<file path="config.mk">
export PLATFORM = sky130hd
export DESIGN_NAME = pipe_hazard_ctrl
export DESIGN_NICKNAME = d
export VERILOG_FILES = /design/src/rtl/pipe_ctrl_pkg.sv /design/src/rtl/load_use_detect.sv /design/src/rtl/pipe_hazard_ctrl.sv
export SDC_FILE = /design/constraint.sdc
export NUM_CORES = 1
export LEC_CHECK = 0
export ABC_AREA = 1
export ABC_CLOCK_PERIOD_IN_PS = 2600
export CORE_MARGIN = 10
export CORE_UTILIZATION = 25
export CTS_BUF_LIST = sky130_fd_sc_hd__clkbuf_2
export DETAILED_ROUTE_END_ITERATION = 16
export SETUP_SLACK_MARGIN = 0.1
export SYNTH_ARGS = -nofsm -noshare
export SYNTH_HDL_FRONTEND = slang
export SYNTH_HIERARCHICAL = 1
export SYNTH_SLANG_ARGS = --single-unit
</file>
<file path="constraint.sdc">
create_clock -name clk_i -period 2.6 [get_ports clk_i]
set_clock_uncertainty 0.2 [all_clocks]
set_input_delay 0.78 -clock clk_i [delete_from_list [all_inputs] [get_ports clk_i]]
set_output_delay 0.78 -clock clk_i [all_outputs]
set_load 0.05 [all_outputs]
</file>
<file path="src/rtl/pipe_ctrl_pkg.sv">
// ============================================================================
// Module   : pipe_ctrl_pkg
// Brief    : Shared types and constants for the pipeline hazard controller.
// Revision : 1.0 - initial release
// ============================================================================
`default_nettype none

package pipe_ctrl_pkg;

    typedef enum logic [0:0] {
        RUN = 1'b0,
        MUL = 1'b1
    } pipe_state_t;

    localparam logic [4:0] REG_ZERO    = 5'd0;
    localparam int         MUL_LAT_MIN = 2;
    localparam int         MUL_LAT_MAX = 16;

endpackage : pipe_ctrl_pkg

`default_nettype wire

</file>
<file path="src/rtl/load_use_detect.sv">
// ============================================================================
// Module   : load_use_detect
// Brief    : Combinational load-use comparator between the EX load and ID.
// Revision : 1.0 - initial release
// ============================================================================
`default_nettype none

module load_use_detect
    import pipe_ctrl_pkg::*;
(
    input  logic       i_ex_memread,
    input  logic [4:0] i_ex_rt,
    input  logic [4:0] i_id_rs,
    input  logic [4:0] i_id_rt,
    input  logic       i_id_uses_rt,
    output logic       o_load_use
);

    logic w_rs_match;
    logic w_rt_match;

    assign w_rs_match = (i_ex_rt == i_id_rs);
    assign w_rt_match = i_id_uses_rt && (i_ex_rt == i_id_rt);

    // A load into r0 never creates a dependency.
    assign o_load_use = i_ex_memread && (i_ex_rt != REG_ZERO) && (w_rs_match || w_rt_match);

endmodule : load_use_detect

`default_nettype wire

</file>
<file path="src/rtl/pipe_hazard_ctrl.sv">
// ============================================================================
// Module   : pipe_hazard_ctrl
// Brief    : Stall/flush controller for the 5-stage pipeline with perf counters.
// Revision : 1.0 - initial release
// ============================================================================
`default_nettype none

module pipe_hazard_ctrl
    import pipe_ctrl_pkg::*;
#(
    parameter int MUL_LAT = 4,
    parameter int CNT_W   = 16
) (
    input  logic             clk_i,
    input  logic             rst_i,
    input  logic [4:0]       id_rs_i,
    input  logic [4:0]       id_rt_i,
    input  logic             id_uses_rt_i,
    input  logic             id_mul_i,
    input  logic             ex_memread_i,
    input  logic [4:0]       ex_rt_i,
    input  logic             mem_branch_taken_i,
    output logic             pc_write_o,
    output logic             ifid_write_o,
    output logic             ifid_flush_o,
    output logic             idex_write_o,
    output logic             idex_flush_o,
    output logic             exmem_flush_o,
    output logic             mul_busy_o,
    output logic [CNT_W-1:0] stall_cnt_o,
    output logic [CNT_W-1:0] flush_cnt_o
);

    // Out-of-range latencies are clamped so the 4-bit down-counter stays valid.
    localparam int         c_MUL_LAT_EFF = (MUL_LAT < MUL_LAT_MIN) ? MUL_LAT_MIN :
                                           (MUL_LAT > MUL_LAT_MAX) ? MUL_LAT_MAX : MUL_LAT;
    localparam logic [3:0] c_MUL_INIT    = 4'(c_MUL_LAT_EFF - 1);
    localparam logic [CNT_W-1:0] c_CNT_MAX = {CNT_W{1'b1}};

    pipe_state_t      r_state;
    pipe_state_t      w_next_state;
    logic [3:0]       r_mul_cnt;
    logic [3:0]       w_mul_cnt_next;
    logic [CNT_W-1:0] r_stall_cnt;
    logic [CNT_W-1:0] r_flush_cnt;
    logic             w_lu;

    load_use_detect u_load_use_detect (
        .i_ex_memread (ex_memread_i),
        .i_ex_rt      (ex_rt_i),
        .i_id_rs      (id_rs_i),
        .i_id_rt      (id_rt_i),
        .i_id_uses_rt (id_uses_rt_i),
        .o_load_use   (w_lu)
    );

    always_ff @(posedge clk_i) begin
        if (rst_i) begin
            r_state   <= RUN;
            r_mul_cnt <= 4'd0;
        end else begin
            r_state   <= w_next_state;
            r_mul_cnt <= w_mul_cnt_next;
        end
    end

    always_comb begin
        w_next_state   = r_state;
        w_mul_cnt_next = r_mul_cnt;
        if (mem_branch_taken_i) begin
            w_next_state   = RUN;
            w_mul_cnt_next = 4'd0;
        end else begin
            case (r_state)
                RUN: begin
                    // A multiply held behind a load-use stall is retried next cycle.
                    if (id_mul_i && !w_lu) begin
                        w_next_state   = MUL;
                        w_mul_cnt_next = c_MUL_INIT;
                    end
                end
                MUL: begin
                    w_mul_cnt_next = r_mul_cnt - 4'd1;
                    if (r_mul_cnt == 4'd1) begin
                        w_next_state = RUN;
                    end
                end
                default: begin
                    w_next_state   = RUN;
                    w_mul_cnt_next = 4'd0;
                end
            endcase
        end
    end

    always_comb begin
        pc_write_o    = 1'b1;
        ifid_write_o  = 1'b1;
        ifid_flush_o  = 1'b0;
        idex_write_o  = 1'b1;
        idex_flush_o  = 1'b0;
        exmem_flush_o = 1'b0;
        if (rst_i) begin
            pc_write_o    = 1'b0;
            ifid_write_o  = 1'b0;
            idex_write_o  = 1'b0;
        end else if (mem_branch_taken_i) begin
            ifid_flush_o  = 1'b1;
            idex_flush_o  = 1'b1;
            exmem_flush_o = 1'b1;
        end else if (r_state == MUL) begin
            pc_write_o    = 1'b0;
            ifid_write_o  = 1'b0;
            idex_write_o  = 1'b0;
            exmem_flush_o = 1'b1;
        end else if (w_lu) begin
            pc_write_o    = 1'b0;
            ifid_write_o  = 1'b0;
            idex_flush_o  = 1'b1;
        end
    end

    assign mul_busy_o = (r_state == MUL) && !rst_i;

    always_ff @(posedge clk_i) begin
        if (rst_i) begin
            r_stall_cnt <= '0;
            r_flush_cnt <= '0;
        end else begin
            if (!pc_write_o && (r_stall_cnt != c_CNT_MAX)) begin
                r_stall_cnt <= r_stall_cnt + 1'b1;
            end
            if (mem_branch_taken_i && (r_flush_cnt != c_CNT_MAX)) begin
                r_flush_cnt <= r_flush_cnt + 1'b1;
            end
        end
    end

    assign stall_cnt_o = r_stall_cnt;
    assign flush_cnt_o = r_flush_cnt;

endmodule : pipe_hazard_ctrl

`default_nettype wire

</file>
==> impl_metrics.ini <==
[outcome]
status = finished, violations left
violations = negative setup slack

[timing]
tightest_slew_ns = 0.508
fmax_mhz = 359
fin_crit_ns = 2.79
rsz0062_at_grt = true
setup_viol = 3
hold_violations = 0
slew_headroom_pct = 66.3
finalMaxSlewViolations = 0
post-route-period-util_pct = 107
finalHoldWorstSlack_ns = 0.293
fin_ws_ns = -0.187

[routing]
first_pass_iters = 4
wl_per_cell_um = 11.3
drt-total-wl_mm = 6.90
ant_nets = 0
vias = 2676
via_per_inst = 4.37
drc = 0
dr.first_iter.drc_count = 117

[die]
dieArea_sq_um = 13800
start_util_pct = 25.8
die_x_um = 118
ioPinCount = 60
coreArea_sq_um = 9240
die_y_um = 118
num_rows = 35

[final_layout]
fill_cells = 1004
final_common_cell = nand2_1
antennaDiodeCount = 0
final_cell_mix = nand2_1 (107), nor2_1 (101), buf_4 (38)
nets = 509
layout.cells.non_filler = 613
area_delta_synth_final_pct = 39.1
final_cell_area_sq_um = 3310
postLayoutCoreUtil_pct = 35.9
drive_gt1_share_pct = 22.7

[power_and_ir_drop]
power.leakage_nw = 1.54
powerDensity_nw_per_um2 = 332
ir_worst_vdd_uv = 154

[global_routing]
grt_pass1_vias = 2523
antenna_found_initial = 0
grt_max_degree = 33
grt_pass1_wl_mm = 11.9
gr-total-overflow = 0
grt_use_total_pct = 9.99

[synthesis]
ys_types = 23
postSynthAreaPerCell_sq_um = 5.82
netlist_area_sq_um = 2380
syn_inst = 409
ys_seq_area_share_pct = 31.1
ys_warn_count = 6
synth_seq_cells = 37
synth_fp_nets = 434

[cts]
insertion_delay_ns = 0.38
cts_tree = done
cts_buffers = 5
clock_path_buffers = 2
root_buffer = clkbuf_2
path_clk_slew_ns = 0.19
clock_sinks = 37
cts_max_level = 2

[setup_path]
cp.arrival_ns = 1.81
startpoint_type = input port
path_class = input port to primary output
timing.critical_path.required_ns = 1.62
crit_path_end_kind = primary output
critPathMaxFanout = 3

[place]
place_congestion = 0.846
placed_cells = 604
io_buffer_count = 59
hpwlAfterDp_mm = 5.43
place_area_sq_um = 3200

[job]
max_cap_viol_count = 0

[worst_hold_path]
hp-class = register to register
-- power breakdown --
| part | internal (W) | switching (W) |
|---|---|---|
| sequential | 0.000578 | 0.0000118 |
| combinational | 0.000108 | 0.000145 |
| clock | 0.0000630 | 0.000194 |
-- area by class of cell --
| type | count | area, sq um | area share (%) |
|---|---|---|---|
| clock buffer | 6 | 30.0 | 0.906 |
| clock inverter | 1 | 3.75 | 0.113 |
| inverter | 47 | 181 | 5.48 |
| multi-input combinational | 319 | 1500 | 45.2 |
| sequential | 37 | 741 | 22.4 |
| tap | 129 | 161 | 4.87 |
| timing repair buffer | 74 | 698 | 21.1 |
-- worst paths after layout --
kind                                         to  slack (ns)            from  cells after the start
worst min register to register     r_mul_cnt[3]        0.29    r_mul_cnt[3]                      2
worst min-delay path               r_mul_cnt[3]        0.29    r_mul_cnt[3]                      2
worst max-delay path               idex_flush_o       -0.19      id_rs_i[0]                      9
worst max register to register  stall_cnt_o[11]        0.75  stall_cnt_o[1]                      6
-- metal layers --
metal	track usage (%)	part of all wire, %	vias up
met1	12.4	46	1169
met3	3.98	7.6	7
met2	15.9	45	65
li1	-	-	1435
met4	2.24	0.67	0
met5	0	0	-
-- Yosys cell counts --
master / n / area share, %
a21oi_1: 25 / 5.3
buf_2: 1 / 0.21
buf_4: 1 / 0.32
buf_6: 2 / 0.95
clkbuf_1: 2 / 0.32
dfxtp_1: 37 / 31
ha_1: 4 / 2.1
inv_1: 39 / 6.1
inv_2: 8 / 1.3
nand2_1: 115 / 18
nand2_2: 5 / 1.3
nand3_1: 34 / 7.1
nand3_2: 2 / 0.84
nand3b_1: 2 / 0.63
nand3b_4: 1 / 0.84
nand4_1: 9 / 2.4
nor2_1: 104 / 16
nor2_2: 5 / 1.3
nor2_4: 1 / 0.47
o211ai_1: 1 / 0.32
o21ai_0: 9 / 1.9
xnor2_1: 1 / 0.37
xor2_1: 1 / 0.37
-- flip-flops by register name, indices dropped and copies added (netlist names) --
signal / cells
stall_cnt_o: 16
flush_cnt_o: 16
r_state: 1
r_mul_cnt: 4
-- metrics by stage --
stage	power, W	TNS, ns	setup WS [ns]
after detailed placement	0.000838	-11.96	-0.796
after global routing	0.00118	-0.675	-0.249
final	0.00110	-0.485	-0.187
after global placement	0.000835	-11.25	-0.772
after CTS	0.00111	-0.459	-0.166
after floorplan	0.000734	-0.260	-0.163
-- cells by family (layout without fill, tap and decap cells) --
group                    Yosys count  count (layout)  synth area share (%)
AO/OA/AOI/OAI                     35              35                  7.46
flip-flops                        37              37                  31.1
XOR/XNOR                           2               2                 0.735
buffers and inverters             53             128                  9.19
AND/OR/NAND/NOR                  278             278                  49.4
adder cells (fa/ha/maj)            4               4                  2.10
-- worst max-delay path, cell delays in order --
cell	delay [ns]
buf_8	0.10
nor2_4	0.08
nor2_1	0.04
nor2_1	0.10
nand3_1	0.10
a21oi_2	0.18
inv_2	0.08
o21ai_2	0.18
buf_12	0.16
-- repair_timing --
item	CTS	global route
pin swaps	21	18
gates cloned	0	0
setup buffers	1	1
endpoints found under the setup margin	32	5
gates resized for setup	103	19
hold buffers	0	0
Power figures use the tool's default switching activity.
